--- src/rtl/iecdrv_rom_arb.sv ---
// iecdrv_rom_arb
// Time-division arbiter letting up to eight drive cores share one synchronous
// ROM. A ph2_f strobe snapshots every drive's address and enable. The
// snapshot is then issued to the ROM one slot per cycle in fixed drive order.
// Each returned word goes back to its drive with a one-cycle valid pulse.
//
// Ports:
//   clk, reset          - clock, synchronous active-high reset
//   ph2_f               - single-cycle strobe starting (or restarting) a round
//   drv_en[DRIVES]      - per-drive enable, sampled with ph2_f
//   drv_addr            - flattened drive addresses, drive k at [k*AW +: AW]
//   drv_data            - flattened registered read data, drive k at [k*DW +: DW]
//   drv_valid[DRIVES]   - one-cycle pulse when drive k's data updates
//   rom_addr            - registered ROM address
//   rom_q               - ROM data, valid LAT cycles after rom_addr
//   busy                - high while a round is in flight
//   overrun, overrun_clr- sticky "ph2_f while busy" flag and its clear
module iecdrv_rom_arb #(
    parameter int DRIVES = 4,
    parameter int AW     = 15,
    parameter int DW     = 8,
    parameter int LAT    = 1
) (
    input  logic                 clk,
    input  logic                 reset,
    input  logic                 ph2_f,
    input  logic [DRIVES-1:0]    drv_en,
    input  logic [DRIVES*AW-1:0] drv_addr,
    output logic [DRIVES*DW-1:0] drv_data,
    output logic [DRIVES-1:0]    drv_valid,
    output logic [AW-1:0]        rom_addr,
    input  logic [DW-1:0]        rom_q,
    output logic                 busy,
    output logic                 overrun,
    input  logic                 overrun_clr
);

    localparam int SW = $clog2(DRIVES + LAT + 2);
    localparam logic [SW-1:0] S_ONE = SW'(1);
    localparam logic [SW-1:0] S_DRV = SW'(DRIVES);
    localparam logic [SW-1:0] S_LAT = SW'(LAT);
    localparam logic [SW-1:0] S_END = SW'(DRIVES + LAT);

    typedef enum logic [0:0] {
        ST_IDLE = 1'b0,
        ST_RUN  = 1'b1
    } state_e;

    state_e                 state_q, state_d;
    logic [SW-1:0]          s_q, s_d;
    logic [DRIVES*AW-1:0]   snap_addr_q, snap_addr_d;
    logic [DRIVES-1:0]      snap_en_q, snap_en_d;
    logic [AW-1:0]          rom_addr_q, rom_addr_d;
    logic [DRIVES*DW-1:0]   data_q, data_d;
    logic [DRIVES-1:0]      valid_q, valid_d;
    logic                   overrun_q, overrun_d;

    logic [SW-1:0]          issue_idx_s;
    logic [SW-1:0]          cap_idx_s;
    logic [AW-1:0]          issue_addr_s;
    logic                   capture_s;

    // Slot decode. Slot 0 is loaded on the ph2_f edge, so while s counts in
    // RUN the next address to issue belongs to slot s+1. The word for slot k
    // arrives on rom_q when s == k+LAT.
    always_comb begin
        issue_idx_s  = s_q + S_ONE;
        cap_idx_s    = s_q - S_LAT;
        issue_addr_s = {AW{1'b0}};
        for (int k = 0; k < DRIVES; k++) begin
            issue_addr_s = issue_addr_s |
                           ({AW{issue_idx_s == SW'(k)}} & snap_addr_q[k*AW +: AW]);
        end
        if ((state_q == ST_RUN) && (s_q >= S_LAT) && (cap_idx_s < S_DRV)) begin
            capture_s = 1'b1;
        end else begin
            capture_s = 1'b0;
        end
    end

    // Next-state logic: round control, issue, capture and overrun flag.
    always_comb begin
        state_d     = state_q;
        s_d         = s_q;
        snap_addr_d = snap_addr_q;
        snap_en_d   = snap_en_q;
        rom_addr_d  = rom_addr_q;
        data_d      = data_q;
        valid_d     = {DRIVES{1'b0}};
        overrun_d   = overrun_q;

        if (ph2_f) begin
            // A strobe (re)starts the round. Any capture due this cycle is
            // dropped, so an abandoned round delivers nothing more.
            state_d     = ST_RUN;
            s_d         = {SW{1'b0}};
            snap_addr_d = drv_addr;
            snap_en_d   = drv_en;
            rom_addr_d  = drv_addr[AW-1:0];
        end else begin
            case (state_q)
                ST_IDLE: begin
                    state_d = ST_IDLE;
                end
                ST_RUN: begin
                    for (int k = 0; k < DRIVES; k++) begin
                        if (capture_s && (cap_idx_s == SW'(k)) && snap_en_q[k]) begin
                            data_d[k*DW +: DW] = rom_q;
                            valid_d[k]         = 1'b1;
                        end else begin
                            valid_d[k] = 1'b0;
                        end
                    end
                    if (issue_idx_s < S_DRV) begin
                        rom_addr_d = issue_addr_s;
                    end else begin
                        rom_addr_d = rom_addr_q;
                    end
                    if (s_q == S_END) begin
                        state_d = ST_IDLE;
                        s_d     = {SW{1'b0}};
                    end else begin
                        s_d = s_q + S_ONE;
                    end
                end
                default: begin
                    state_d = ST_IDLE;
                    s_d     = {SW{1'b0}};
                end
            endcase
        end

        // Setting the flag wins over a same-cycle clear.
        if (ph2_f && (state_q == ST_RUN)) begin
            overrun_d = 1'b1;
        end else if (overrun_clr) begin
            overrun_d = 1'b0;
        end else begin
            overrun_d = overrun_q;
        end
    end

    // State and output registers with synchronous reset.
    always_ff @(posedge clk) begin
        if (reset) begin
            state_q     <= ST_IDLE;
            s_q         <= {SW{1'b0}};
            snap_addr_q <= {(DRIVES*AW){1'b0}};
            snap_en_q   <= {DRIVES{1'b0}};
            rom_addr_q  <= {AW{1'b0}};
            data_q      <= {(DRIVES*DW){1'b0}};
            valid_q     <= {DRIVES{1'b0}};
            overrun_q   <= 1'b0;
        end else begin
            state_q     <= state_d;
            s_q         <= s_d;
            snap_addr_q <= snap_addr_d;
            snap_en_q   <= snap_en_d;
            rom_addr_q  <= rom_addr_d;
            data_q      <= data_d;
            valid_q     <= valid_d;
            overrun_q   <= overrun_d;
        end
    end

    assign drv_data  = data_q;
    assign drv_valid = valid_q;
    assign rom_addr  = rom_addr_q;
    assign busy      = (state_q == ST_RUN);
    assign overrun   = overrun_q;

endmodule

--- config.mk ---
export PLATFORM = sky130hd
export DESIGN_NAME = iecdrv_rom_arb
export DESIGN_NICKNAME = d
export VERILOG_FILES = /design/src/rtl/iecdrv_rom_arb.sv
export SDC_FILE = /design/constraint.sdc
export NUM_CORES = 1
export LEC_CHECK = 0
export ABC_AREA = 1
export CAP_MARGIN = 20
export CORE_MARGIN = 10
export CORE_UTILIZATION = 39
export CTS_CLUSTER_DIAMETER = 120
export DETAILED_ROUTE_END_ITERATION = 12
export DONT_BUFFER_PORTS = 1
export GPL_TIMING_DRIVEN = 0
export PLACE_DENSITY_LB_ADDON = 0.15
export SLEW_MARGIN = 10
export SYNTH_ARGS = -nofsm -noshare
export SYNTH_HDL_FRONTEND = slang
export SYNTH_SLANG_ARGS = --single-unit
export TNS_END_PERCENT = 20
--- constraint.sdc ---
create_clock -name clk -period 3.4 [get_ports clk]
set_input_delay 0.34 -clock clk [delete_from_list [all_inputs] [get_ports clk]]
set_output_delay 0.34 -clock clk [all_outputs]
set_load 0.02 [all_outputs]
# After elaboration in Yosys (flattened, before gate mapping)
# Index checks and enable logic that the tools add are counted.
[totals]
inputBits = 76
out_inout_bits = 53
register_bits = 120
[classes]
n_eq_ne = 7
reduce_logical = 23
n_addsub = 2
n_mux = 14
order_cmp = 3
bitwise_logic = 9
[op_table]
columns = ["operator", "n"]
rows = [
  ["15-bit AND", 4],
  ["15-bit 2-to-1 mux", 3],
  ["15-bit bitwise OR", 3],
  ["3-bit by 2-bit == test with 1-bit output (second input constant)", 4],
  ["3-bit AND reduction", 4],
  ["1-bit logical AND", 11],
  ["1-bit 2-to-1 mux", 9],
  ["3-bit by 1-bit == test with 1-bit output (second input constant)", 2],
  ["3-bit logical NOT", 2],
  ["3-bit less-than comparator (second input constant)", 2],
  ["2-bit nonzero test", 3],
  ["3-bit by 1-bit adder with 3-bit output (second input constant)", 1],
  ["3-bit == test (second input constant)", 1],
  ["3-bit by 1-bit greater-or-equal comparator with 1-bit output (second input constant)", 1],
  ["3-bit 2-to-1 mux", 1],
  ["3-bit OR reduction", 1],
  ["3-bit by 1-bit subtractor with 3-bit output (second input constant)", 1],
  ["1-bit inverter", 2],
  ["1-bit one-hot mux with 2 select lines", 1],
  ["2-bit AND reduction", 1],
  ["2-bit OR reduction", 1],
]

# Longest topological paths before layout
[logic_depth]
word_depth = 9
ltp_mapped = 11
depth_no_buf = 10

# Worst setup path after synthesis
# No wires, ideal clock.
[synth_timing]
path_kind = "flip-flop to flip-flop"
from = "register s_q[1]"
to = "register data_q[15] (netlist: drv_data[15])"
stages_incl_launch_ff = 12
t_required_ns = 3.290
setup_slack_ns = 1.849
n_path_buf = 2
arrival_time_ns = 1.441
path_cell_list = "dfxtp_1 -> inv_1 -> ha_1 -> buf_4 -> inv_2 -> nand3_1 -> nand3_2 -> o21ai_4 -> buf_6 -> nand4_1 -> nand2_1 -> nor2_1"
[synth_via]
elab_chain_cells = 7
[synth_lines]
columns = ["element", "line", "rtl"]
rows = [
  ["from (decl)", "50", "logic [SW-1:0] s_q, s_d;"],
  ["from (signal assigned)", "147", "s_q <= {SW{1'b0}};"],
  ["3-bit by 1-bit subtractor with 3-bit output / 3-bit by 1-bit greater-or-equal comparator with 1-bit output (equally long branches)", "68, 74", ""],
  ["3-bit less-than comparator / 1-bit logical AND (equally long branches)", "74", "if ((state_q == ST_RUN) && (s_q >= S_LAT) && (cap_idx_s < S_DRV)) begin"],
  ["1-bit logical AND", "74", ""],
  ["1-bit 2-to-1 mux", "74", ""],
  ["1-bit logical AND * (2 in series)", "107", "if (capture_s && (cap_idx_s == SW'(k)) && snap_en_q[k]) begin"],
  ["3-bit AND reduction (no source line) *", "n/a", ""],
  ["to (signal assigned)", "151", "data_q <= {(DRIVES*DW){1'b0}};"],
  ["to (signal assigned)", "160", "data_q <= data_d;"],
  ["to (decl)", "54", "logic [DRIVES*DW-1:0] data_q, data_d;"],
]
# Mark *: on every way between the ends. The rest lies on a longest branch, timed or not.
# A chain may end at the register's enable or synchronous reset.

# Final worst setup path
[layout_timing]
from = "register s_q[0]"
to = "register rom_addr_q[12] (netlist: rom_addr[12])"
[layout_via]
elab_chain_cells = 9
[layout_lines]
columns = ["element", "line", "rtl"]
rows = [
  ["3-bit by 1-bit adder with 3-bit output *", "67", "issue_idx_s = s_q + S_ONE;"],
  ["3-bit by 1-bit == test with 1-bit output / 3-bit logical NOT (equally long branches)", "72", "({AW{issue_idx_s == SW'(k)}} & snap_addr_q[k*AW +: AW]);"],
  ["15-bit AND", "72", ""],
  ["15-bit bitwise OR (3 in series)", "71", "issue_addr_s = issue_addr_s |"],
  ["15-bit 2-to-1 mux", "114", "if (issue_idx_s < S_DRV) begin"],
  ["15-bit 2-to-1 mux", "101", "case (state_q)"],
  ["15-bit 2-to-1 mux", "92", "if (ph2_f) begin"],
  ["to (signal assigned)", "150", "rom_addr_q <= {AW{1'b0}};"],
  ["to (signal assigned)", "159", "rom_addr_q <= rom_addr_d;"],
  ["to (decl)", "53", "logic [AW-1:0] rom_addr_q, rom_addr_d;"],
]
# Mark *: on every way between the ends. The rest lies on a longest branch, timed or not. The select of a mux whose other input is x is not followed.

==> results.txt <==
Hold Path Origin -> drv_addr[5]
Total power -> 3.72 mW
CP startpoint kind -> flip-flop
Area leader, netlist -> dfxtp_1
Share of the synthesized area in the top cell type -> 44.5%
Avg Inst Size Synth -> 7.02 um^2
Fillers -> 1386
Fin. max-slew vios -> 0
Final Hold Viols -> 0
Wire length on met1 -> 6390 um
Worst IR Drop VDD -> 0.000312 V
DR vias/cell -> 5.04
DRC violations left -> 0
Hold Slack -> 56.2 ps
Placed cell count -> 944
Max Clock Skew -> 3.84 ps
Via Count -> 4917
FF-to-FF Start -> s_q[0]
Initial drt markers -> 390
Critical path arrival -> 2330 ps
Fmax -> 0.504 GHz
Initial antenna violation count -> 0
Vias in the first global route -> 4697
CTS buffer count -> 17
Ports -> 129
Leakage -> 2.78 nW
Most used cell, CP -> clkbuf_1
R2R depth -> 8
Library cells used by synthesis -> 23
First-pass GRT wire length -> 24800 um
Pin count of the biggest net entering global routing -> 17
Ranking of synthesized cells by area -> dfxtp_1 45%, nand2_1 9.5%, nor2_1 8.8%, o21ai_0 7.2%, nand3_1 7.1%
Die area -> 0.0189 mm^2
Register area share after synthesis -> 44.5%
CTS resizes -> 0
Clk root buf -> clkbuf_16
Clock tree buffer depth -> 2
Layout Cells excl Fill -> 976
Worst Path Buf+Inv -> 3
Layout cells sized above 1 -> 8.88%
Worst-margin pin slew -> 520 ps
Final Instance Area -> 0.00624 mm^2
Number of H-tree levels -> 4
Utilization after layout -> 46.6%
DRT Wirelength -> 16300 um
Die width -> 138 um
Critical-path maximum fanout -> 10
Initial DRT Pass Iterations -> 5
Core area -> 0.0134 mm^2
ANT cells -> 0
Slew headroom -> 64.9%
Crit path max-delay family -> buffers and inverters
CTS Hold Bufs -> 0
Final ANT Viol Nets -> 0
Mapped Nets -> 850
GPL Wtd Cong -> 0.872
Slowest stage delay, CP -> 380 ps
Worst slack at placement -> 1470 ps
Metal2 WL -> 7790 um
Most frequent cells in the layout -> 136 x nand2_1, 127 x nor2_1, 120 x dfxtp_1
Setup repair bufs after CTS -> 0
RSZ-0062 raised after global routing -> false
Area after DPL -> 0.00561 mm^2
PwrDens -> 595 mW/mm^2
Die Height -> 138 um
Hpwl dp -> 12400 um
DR WL met3 -> 1690 um
CP Capture Type -> flip-flop
Fin nets -> 869
Hold Path Class -> input pin to flip-flop
Setup_tns -> 0 ps
Max Cap Viol -> 0
Post-synthesis cell area -> 0.00539 mm^2
CP Data Required Time -> 3740 ps
CTS tree -> yes
Ys Warns -> 0
Post-Synthesis Cells -> 768
Layout area overhead -> 15.7%
Final setup margin -> 1420 ps
Core Rows -> 42
FF+latch count, synth -> 120
Cells along the critical path -> inv_1, ha_1, clkbuf_1, clkbuf_1, nand3_1, nand2_1, o21ai_0, a21oi_1
Gr usage total -> 17.1%
Skew-Pair Late Insertion Delay -> 420 ps
Status -> completed
Final cycle utilization of the critical path -> 58.3%
CP Launch Point -> s_q[0]
DR WL/cell -> 16.7 um
CP Class -> flip-flop to flip-flop
CTS clk-pin slew, worst paths -> 50 ps
Crit-path slowest cell -> clkbuf_1
Final setup vio count -> 0
Hold path cells -> 2
Initial Util -> 40.3%
Gr ovfl total -> 0
Critical Path Stages -> 8
Fin crit period -> 1980 ps
Top sig layer -> met4
IO Port Bufs -> 0
Most common cell after layout, fill and taps aside -> nand2_1
Clock sinks -> 120
[synth_stat cells]
| master | n |
|---|---|
| o22ai_1 | 1 |
| nor3_4 | 1 |
| and2_1 | 1 |
| buf_1 | 5 |
| a21oi_1 | 38 |
| nor2_1 | 127 |
| nor2_4 | 3 |
| inv_1 | 83 |
| inv_2 | 5 |
| nand4_1 | 32 |
| clkbuf_1 | 21 |
| buf_4 | 3 |
| nand2_2 | 3 |
| nand2_1 | 136 |
| o21ai_4 | 1 |
| nand3_2 | 1 |
| nand3_4 | 4 |
| buf_6 | 4 |
| buf_2 | 19 |
| o21ai_0 | 78 |
| dfxtp_1 | 120 |
| nand3_1 | 76 |
| ha_1 | 6 |
[worst paths after layout]
path,to,slack (ps)
max reg2reg,rom_addr[12],1420
max,rom_addr[12],1420
min reg2reg,snap_addr_q[9],460
min,snap_addr_q[5],60
[cell families after synthesis]
kind of cell,Yosys count,synth area share [%]
buffers and inverters,140,10.9
and+or+nand+nor,384,31.9
AOI/OAI and AO/OA,118,11.2
DFF,120,44.5
adders and majority gates,6,1.39
[where the power goes]
group,total (mW),leakage (nW),internal (mW),switching (mW)
clock,1.91,0.298,1.28,0.629
combinational,0.257,1.49,0.0822,0.175
sequential,1.55,0.986,1.48,0.0691
total,3.72,2.78,2.84,0.873
[worst reg2reg max path, delay by kind of cell (launching register included)]
kind,cells,cell delay [ps]
flops,1,350
simple gates,2,290
buf+inv,3,820
compound gates,2,290
fa+ha+maj,1,170
[flip-flops by register name, indices dropped and copies added, names as in the netlist]
| signal | cells |
|---|---|
| rom_addr | 15 |
| overrun | 1 |
| s_q | 3 |
| busy | 1 |
| drv_valid | 4 |
| drv_data | 32 |
| snap_addr_q | 60 |
| snap_en_q | 4 |
[final cells by class]
cell class	count	area [um^2]	area share, %
flip-flops and latches	120	2400	38.5
clock buffers	25	485	7.78
plain buffers	52	260	4.17
multi-input cells	508	2400	38.5
inverters	88	330	5.29
clock inverters	7	140	2.25
well taps	176	220	3.53
[routing by layer]
layer,GRT usage (%),vias to the layer above
li1,-,2507
met1,18.9,2187
met2,28.3,195
met3,7.14,28
met4,7.32,0
met5,0,-
No activity file was read; power rests on OpenSTA's default activity.
